--- config.mk ---
export PLATFORM = sky130hd
export DESIGN_NAME = eop_detect_filt
export DESIGN_NICKNAME = d
export VERILOG_FILES = /design/src/rtl/eop_detect_filt.sv
export SDC_FILE = /design/constraint.sdc
export NUM_CORES = 1
export LEC_CHECK = 0
export BUFFER_PORTS_ARGS = -buffer_cell sky130_fd_sc_hd__buf_2
export CELL_PAD_IN_SITES_DETAIL_PLACEMENT = 0
export CELL_PAD_IN_SITES_GLOBAL_PLACEMENT = 2
export CORE_AREA = 2 2 52 54
export CTS_BUF_LIST = sky130_fd_sc_hd__clkbuf_16
export CTS_CLUSTER_DIAMETER = 100
export DETAILED_ROUTE_END_ITERATION = 10
export DIE_AREA = 0 0 54 56
export PLACE_DENSITY_LB_ADDON = 0.15
export SYNTH_ARGS = -nofsm -noshare
export SYNTH_HDL_FRONTEND = slang
export SYNTH_SLANG_ARGS = --single-unit
export TNS_END_PERCENT = 1
--- constraint.sdc ---
create_clock -name clk -period 4.1 [get_ports clk]
set_input_delay 0.41 -clock clk [delete_from_list [all_inputs] [get_ports clk]]
set_output_delay 0.41 -clock clk [all_outputs]
set_load 0.005 [all_outputs]
--- src/rtl/eop_detect_filt.sv ---
// USB receive-path End-Of-Packet qualifier: synchronises D+/D-, samples on the bit strobe,
// and reports valid EOP, bad EOP termination, qualified SE0 and bus reset.
module eop_detect_filt #(
    parameter int unsigned SYNC_STAGES = 2,
    parameter int unsigned SE0_MIN     = 2,
    parameter int unsigned RESET_BITS  = 16
) (
    input  logic clk,
    input  logic rst,
    input  logic d_plus,
    input  logic d_minus,
    input  logic shift_enable,
    output logic eop,
    output logic eop_err,
    output logic in_eop,
    output logic bus_reset
);

    localparam int unsigned CNT_W = $clog2(RESET_BITS + 1);

    typedef enum logic [1:0] {
        IDLE    = 2'd0,
        SE0_CNT = 2'd1,
        SE0_OK  = 2'd2,
        BUS_RST = 2'd3
    } state_t;

    logic [SYNC_STAGES-1:0] dp_sync_q, dp_sync_d;
    logic [SYNC_STAGES-1:0] dm_sync_q, dm_sync_d;
    state_t                 state_q, state_d;
    logic [CNT_W-1:0]       cnt_q, cnt_d, cnt_inc;
    logic                   eop_q, eop_d;
    logic                   eop_err_q, eop_err_d;
    logic                   in_eop_q, in_eop_d;
    logic                   bus_reset_q, bus_reset_d;
    logic                   dp, dm, line_se0, line_j;

    // Line synchronisers run every clock; reset loads idle J
    always_comb begin
        dp_sync_d = {dp_sync_q[SYNC_STAGES-2:0], d_plus};
        dm_sync_d = {dm_sync_q[SYNC_STAGES-2:0], d_minus};
    end

    always_ff @(posedge clk) begin
        if (rst) begin
            dp_sync_q <= '1;
            dm_sync_q <= '0;
        end else begin
            dp_sync_q <= dp_sync_d;
            dm_sync_q <= dm_sync_d;
        end
    end

    assign dp       = dp_sync_q[SYNC_STAGES-1];
    assign dm       = dm_sync_q[SYNC_STAGES-1];
    assign line_se0 = !dp && !dm;
    assign line_j   = dp && !dm;
    assign cnt_inc  = (cnt_q == CNT_W'(RESET_BITS)) ? cnt_q : cnt_q + CNT_W'(1);

    // State register, counter and registered outputs
    always_ff @(posedge clk) begin
        if (rst) begin
            state_q     <= IDLE;
            cnt_q       <= '0;
            eop_q       <= 1'b0;
            eop_err_q   <= 1'b0;
            in_eop_q    <= 1'b0;
            bus_reset_q <= 1'b0;
        end else begin
            state_q     <= state_d;
            cnt_q       <= cnt_d;
            eop_q       <= eop_d;
            eop_err_q   <= eop_err_d;
            in_eop_q    <= in_eop_d;
            bus_reset_q <= bus_reset_d;
        end
    end

    // Next state: advances only on bit-sample cycles
    always_comb begin
        state_d = state_q;
        cnt_d   = cnt_q;
        if (shift_enable) begin
            case (state_q)
                IDLE: begin
                    if (line_se0) begin
                        cnt_d   = CNT_W'(1);
                        state_d = (SE0_MIN == 1) ? SE0_OK : SE0_CNT;
                    end else begin
                        cnt_d = '0;
                    end
                end
                SE0_CNT: begin
                    if (line_se0) begin
                        cnt_d = cnt_inc;
                        if (cnt_inc == CNT_W'(SE0_MIN)) state_d = SE0_OK;
                    end else begin
                        cnt_d   = '0;
                        state_d = IDLE;
                    end
                end
                SE0_OK: begin
                    if (line_se0) begin
                        cnt_d = cnt_inc;
                        if (cnt_inc == CNT_W'(RESET_BITS)) state_d = BUS_RST;
                    end else begin
                        cnt_d   = '0;
                        state_d = IDLE;
                    end
                end
                BUS_RST: begin
                    if (line_se0) begin
                        cnt_d = cnt_inc;
                    end else begin
                        cnt_d   = '0;
                        state_d = IDLE;
                    end
                end
                default: begin
                    cnt_d   = '0;
                    state_d = IDLE;
                end
            endcase
        end
    end

    // Output decode; pulses only leave SE0_OK on a terminating sample
    always_comb begin
        eop_d       = 1'b0;
        eop_err_d   = 1'b0;
        in_eop_d    = (state_d == SE0_OK);
        bus_reset_d = (state_d == BUS_RST);
        if (shift_enable && (state_q == SE0_OK) && !line_se0) begin
            eop_d     = line_j;
            eop_err_d = !line_j;
        end
    end

    assign eop       = eop_q;
    assign eop_err   = eop_err_q;
    assign in_eop    = in_eop_q;
    assign bus_reset = bus_reset_q;

endmodule
==> impl_metrics.yaml, run 1 <==
cts:
  cts_setup_buffers: 0
  clk_pin_slew_worst_paths_ns: 0.05
  cts_buffers: 3
  ctsHoldBuffers: 0
  cts_root_buf: "clkbuf_16"
  htreeDepth: 1
  cts_resized: 0
  clkLatencyLatePin_ns: 0.25
  cts_tree: "built"
  clock-sinks: 15
  clockBufferDepth: 2
synthesis:
  synthArstFlopShare_pct: 0
  synth_top_flop_cell: "dfxtp_1"
  synth_top_cell_by_area: "dfxtp_1"
  avgSynthCellArea_um2: 9.44
  synth_edf_count: 0
  syn_nets: 80
  synth_top_area_share_pct: 44.2
  synth_seq_cells: 15
  synth.most_common_cell: "dfxtp_1"
  netlist_top_cells_area: "dfxtp_1, nor2b_1, ha_1, xnor2_1, a21oi_1"
  syn_inst: 72
  synth_common_cells: "dfxtp_1, nor2_1, nor2b_1"
  syn_area_um2: 679
  ys_types: 26
  yosysWarnings: 0
  ys_seq_area_share_pct: 44.2
critical_path:
  crit_family: "flip-flops"
  cpMaxStageDelayCell: "dfxtp_1"
  startpoint_type: "flip-flop"
  critPathKind: "flip-flop to flip-flop"
  critPathBufInv: 0
  end_kind: "flip-flop"
  path_max_fanout: 7
  arrival_ns: 1.87
  crit_chain: "ha_1 > nand3_1 > xnor2_1 > nor3b_2 > a21oi_1 > a32o_1"
  slowest_delay_ns: 0.46
  required_ns: 4.24
drt:
  drc: 0
  vias: 519
  drtIter0Drc: 9
  firstDrtPassIters: 4
  antenna_left: 0
  avgViaCountPerCell: 4.63
  avgRoutedWirePerCell_um: 11.8
  routed_wl_um: 1320
floorplanning:
  rows: 18
  start_util_pct: 27.9
  die_w_um: 54
  die-height_um: 56
  core-area_mm2: 0.00243
  pin_count: 9
  die_area_mm2: 0.00302
power_and_ir_drop:
  swShare_pct: 19.9
  power.leakage_nw: 0.326
  power_per_cell_area_mw_per_mm2: 429
  ir_drop_mv: 0.211
  clockPowerShare_pct: 54.0
  p_sw_mw: 0.0709
  power_frac_seq_pct: 42.3
  combPwrFrac_pct: 3.7
  p_int_mw: 0.286
finish:
  final_nets: 91
  diodes: 0
  postLayoutCoreUtil_pct: 34.2
  final_layout_size_suffix_gt1_share_pct: 20.7
  synthToLayoutAreaGrowth_pct: 22.3
global_route:
  overflow: 0
  grt_pass1_wl_um: 2130
  grt_pass1_vias: 460
  grt_usage_pct: 9.94
  antenna_found_initial: 0
  grt_max_degree: 17
min_path:
  holdCritPathClass: "primary input to flip-flop"
timing:
  fin_setup_tns_ns: 0
  maxSlewViolCount: 0
  relSlewSlack_pct: 76.4
  fin_skew_ns: 0.00337
  clock.fmax_ghz: 0.577
  period_needed_ns: 1.73
  setup_viol: 0
  rsz0062_at_grt: "no"
  hold_violations: 0
  worst_pin_slew_ns: 0.351
  min_period_over_period_pct: 42.3
place:
  port_buffers: 8
  gp_congestion: 0.712
  post-dp-hpwl_um: 958
flow_run:
  cap_violations: 0
run_status:
  status: "finished, final reports clean"
cell usage in the layout (no fill, tap or decap), types with 2 or more instances in the layout:
| cell type | Yosys | routed |
|---|---|---|
| nand2_1 | 2 | 2 |
| nor2b_1 | 7 | 7 |
| nand3_1 | 3 | 3 |
| or2_2 | 2 | 2 |
| dfxtp_1 | 15 | 15 |
| buf_2 | 1 | 8 |
| o21ai_0 | 4 | 4 |
| nor3_1 | 3 | 3 |
| a21oi_1 | 6 | 6 |
| nor2_1 | 7 | 7 |
| inv_1 | 2 | 2 |
| clkbuf_16 | 0 | 3 |
| xnor2_1 | 4 | 4 |
| ha_1 | 3 | 3 |
registers in the layout (all words and copies together), names as in the netlist, named ones only:
register and count:
dm_sync_q 2, state_q 1, eop 1, eop_err 1
in_eop 1, dp_sync_q 2, bus_reset 1, cnt_q 5
power groups by stage:
stage	clock network, mW	logic (mW)	registers [mW]
6_report	0.192	0.0132	0.151
5_1_grt	0.205	0.0151	0.151
4_1_cts	0.199	0.0133	0.151
3_5_place_dp	0	0.0134	0.154
3_3_place_gp	0	0.0138	0.154
2_1_floorplan	0	0.00927	0.153
cell type report:
type | count | area, µm²
repair buffers | 8 | 40.0
multi-input cells | 53 | 363
fillers | 267 | 1600
well taps | 30 | 37.5
clock inverters | 1 | 7.51
inverters | 2 | 7.51
flip-flops and latches | 15 | 300
clock buffers | 3 | 75.1
cells by family (layout without fill, tap and decap cells):
kind of cell | count (synthesis) | after routing | synth area share [%]
XOR/XNOR | 4 | 4 | 5.16
buffers and inverters | 4 | 14 | 2.39
AND/OR/NAND/NOR | 31 | 31 | 28.5
flip-flops | 15 | 15 | 44.2
multiplexers | 1 | 1 | 1.47
adder cells (fa/ha/maj) | 3 | 3 | 5.53
AO/OA/AOI/OAI | 14 | 14 | 12.7
routing by layer:
layer	vias to the layer above	wire length (µm)	global-route usage, %
met4	0	40	8.57
met1	238	612	12.2
met2	6	616	13.8
li1	271	-	-
met5	-	0	0
met3	4	51	2.69
metrics by stage:
| stage | cells | hold slack [ns] | power [mW] | instance area [µm²] | setup WS [ns] |
|---|---|---|---|---|---|
| 5_1_grt | 112 | 0.361 | 0.371 | 831 | 2.24 |
| 2_1_floorplan | 72 | 0.389 | 0.163 | 679 | 2.57 |
| 4_1_cts | 112 | 0.339 | 0.363 | 831 | 2.36 |
| 3_5_place_dp | 108 | 0.399 | 0.167 | 748 | 2.38 |
| 3_3_place_gp | 108 | 0.392 | 0.168 | 748 | 2.34 |
| 6_report | 112 | 0.342 | 0.356 | 831 | 2.37 |
path summary, 6_finish.rpt:
check / endpoint / slack (ns) / cells past startpoint / from
worst max register to register: in_eop / 2.37 / 6 / cnt_q[0]
worst min register to register: dp_sync_q[1] / 0.41 / 1 / dp_sync_q[0]
worst min-delay path: dp_sync_q[0] / 0.34 / 2 / d_plus
worst max-delay path: in_eop / 2.37 / 6 / cnt_q[0]
No activity file was read; power rests on OpenSTA's default activity.
==> run 2, diff against run 1 <==
Settings changed: ABC_AREA from default to 1, CORE_AREA 2 2 52 54 to 2 2 54 56, DIE_AREA 0 0 54 56 to 0 0 56 58.
Clock period 4.1 ns to 1.65 ns, I/O delays scaled along.
==> impl_metrics.yaml, run 2 <==
run_status:
  status: "finished, final reports clean"
synthesis:
  synth_edf_count: 0
  syn_nets: 114
  synth_seq_cells: 15
  ys_types: 23
  ys_seq_area_share_pct: 40.1
  synth_top_flop_cell: "dfxtp_1"
  avgSynthCellArea_um2: 7.07
  synthArstFlopShare_pct: 0
  syn_inst: 106
  syn_area_um2: 749
  synth_common_cells: "nand2_1, dfxtp_1, inv_1"
  yosysWarnings: 0
  synth.most_common_cell: "nand2_1"
  synth_top_area_share_pct: 40.1
  synth_top_cell_by_area: "dfxtp_1"
  netlist_top_cells_area: "dfxtp_1, nand2_1, inv_1, a21oi_1, ha_1"
finish:
  final_layout_size_suffix_gt1_share_pct: 34.2
  synthToLayoutAreaGrowth_pct: 27.5
  fillers: 310
  seqCellArea_um2: 305
  diodes: 0
  final_nets: 129
  reg_top3: "cnt_q x5, dm_sync_q x2, dp_sync_q x2"
  largest_register_ffs: 5
  design_area_um2: 956
  final_common_cell: "nand2_1"
  layout_common_cells: "nand2_1, inv_1, dfxtp_1, nor2_1"
  max_flop_register: "cnt_q"
  multiInputGateArea_um2: 393
drt:
  firstDrtPassIters: 4
  vias: 675
  drtIter0Drc: 22
  antenna_left: 0
  routed_wl_um: 1560
  drc: 0
  avgRoutedWirePerCell_um: 10.3
  avgViaCountPerCell: 4.47
place:
  placed_area_um2: 836
  port_buffers: 8
  post-dp-hpwl_um: 1150
  gp_congestion: 0.712
  post-place-ws_ns: 0.0710
floorplanning:
  rows: 19
  core-area_mm2: 0.00266
  die_w_um: 56
  die-height_um: 58
  die_area_mm2: 0.00325
  pin_count: 9
  start_util_pct: 28.1
critical_path:
  cpMaxStageDelayCell: "dfxtp_2"
  crit_family: "simple AND/OR/NAND/NOR gates"
  regToRegStartpoint: "cnt_q[1]"
  worst-path-stages: 12
  critPathBufInv: 1
  required_ns: 1.82
  rr_worst_depth: 12
  rr_endpoint: "bus_reset"
  crit_chain: "inv_1 > ha_4 > nand2_2 > nor2_2 > nor2_2 > nor2_2 > nand3_1 > nand2_1 > nand2_1 > nand2_1 > nand2_2 > a21oi_1"
  slowest_delay_ns: 0.32
  end_kind: "flip-flop"
  path_max_fanout: 3
  arrival_ns: 1.67
  rrSetupSlack_ns: 0.16
  startpoint_type: "flip-flop"
  critPathKind: "flip-flop to flip-flop"
cts:
  cts_tree: "built"
  cts_root_buf: "clkbuf_16"
  clk_pin_slew_worst_paths_ns: 0.05
  clkLatencyLatePin_ns: 0.24
  clockBufferDepth: 2
  cts_buffers: 3
  htreeDepth: 1
  ctsHoldBuffers: 0
  clock-sinks: 15
min_path:
  whs_endpoint: "dp_sync_q[0]"
  holdCritPathClass: "primary input to flip-flop"
  holdCritStartpoint: "d_plus"
  hold_depth: 2
timing:
  maxSlewViolCount: 0
  min_period_over_period_pct: 90.6
  relSlewSlack_pct: 69.2
  setup_viol: 0
  setup_ws_ns: 0.155
  clock.fmax_ghz: 0.669
  fin_setup_tns_ns: 0
  rsz0062_at_grt: "no"
  hold_violations: 0
  fin_skew_ns: 0.00190
  period_needed_ns: 1.49
  worst_pin_slew_ns: 0.458
power_and_ir_drop:
  ir_drop_mv: 0.616
  power.leakage_nw: 0.419
  power_per_cell_area_mw_per_mm2: 924
global_route:
  antenna_found_initial: 0
  grt_pass1_wl_um: 2750
  grt_pass1_vias: 664
  grt_usage_pct: 11.1
  overflow: 0
  grt_max_degree: 13
flow_run:
  cap_violations: 0
==> run 2: worst register-to-register path, cell delays in order, from the launching register on <==
cell	delay (ns)
dfxtp_2	0.32
inv_1	0.10
ha_4	0.14
nand2_2	0.06
nor2_2	0.10
nor2_2	0.05
nor2_2	0.14
nand3_1	0.10
nand2_1	0.06
nand2_1	0.04
nand2_1	0.08
nand2_2	0.07
a21oi_1	0.14
==> run 2: final cells by class <==
class                           count  area share [%]
Clock buffer                        3            7.85
Clock inverter                      1           0.524
Inverter                           18            7.20
Multi-Input combinational cell     71            41.1
Sequential cell                    15            31.9
Tap cell                           31            4.06
Timing Repair Buffer               12            7.33
==> run 2: layer usage <==
layer	wire [µm]	share of wire, %	GRT usage [%]
met3	56	3.6	2.01
met4	40	2.6	7.14
met1	706	45	14.1
met5	0	0	0
met2	753	48	17.5
==> run 2: power by group <==
part / internal, mW / total (mW) / leakage, nW / switching [mW]
sequential: 0.368 / 0.371 / 0.123 / 0.00350
combinational: 0.0155 / 0.0396 / 0.255 / 0.0241
clock: 0.324 / 0.472 / 0.0409 / 0.149
total: 0.707 / 0.883 / 0.419 / 0.176
==> run 2: worst max path at each step <==
stage                            to      from  slack (ns)
final                     bus_reset  cnt_q[1]        0.16
after global routing         in_eop  cnt_q[1]      0.0008
after CTS                 bus_reset  cnt_q[0]        0.07
after detailed placement  bus_reset  cnt_q[0]        0.07
after global placement    bus_reset  cnt_q[0]        0.08
after floorplan              in_eop  cnt_q[0]        0.20
==> run 2: stage by stage <==
| stage | total power, mW | cells | hold WS [ns] | util, % |
|---|---|---|---|---|
| 2_1_floorplan | 0.402 | 106 | 0.269 | - |
| 3_3_place_gp | 0.417 | 146 | 0.349 | 31.4 |
| 3_5_place_dp | 0.417 | 146 | 0.351 | 31.4 |
| 4_1_cts | 0.888 | 150 | 0.0977 | 34.4 |
| 5_1_grt | 0.911 | 151 | 0.103 | 35.9 |
| 6_report | 0.883 | 151 | 0.100 | 35.9 |
==> run 2: cells by family (layout without fill, tap and decap cells) <==
group                    count (synthesis)  after routing  synth area share, %
AO/OA/AOI/OAI                           13             13                 9.85
flip-flops                              15             15                 40.1
buffers and inverters                   20             34                 11.2
AND/OR/NAND/NOR                         55             55                 33.9
adder cells (fa/ha/maj)                  3              3                 5.01
==> run 2: timing repair <==
action	4_1_cts	5_1_grt
setup endpoints to repair	0	4
buffers inserted	0	1
resized for setup	0	12
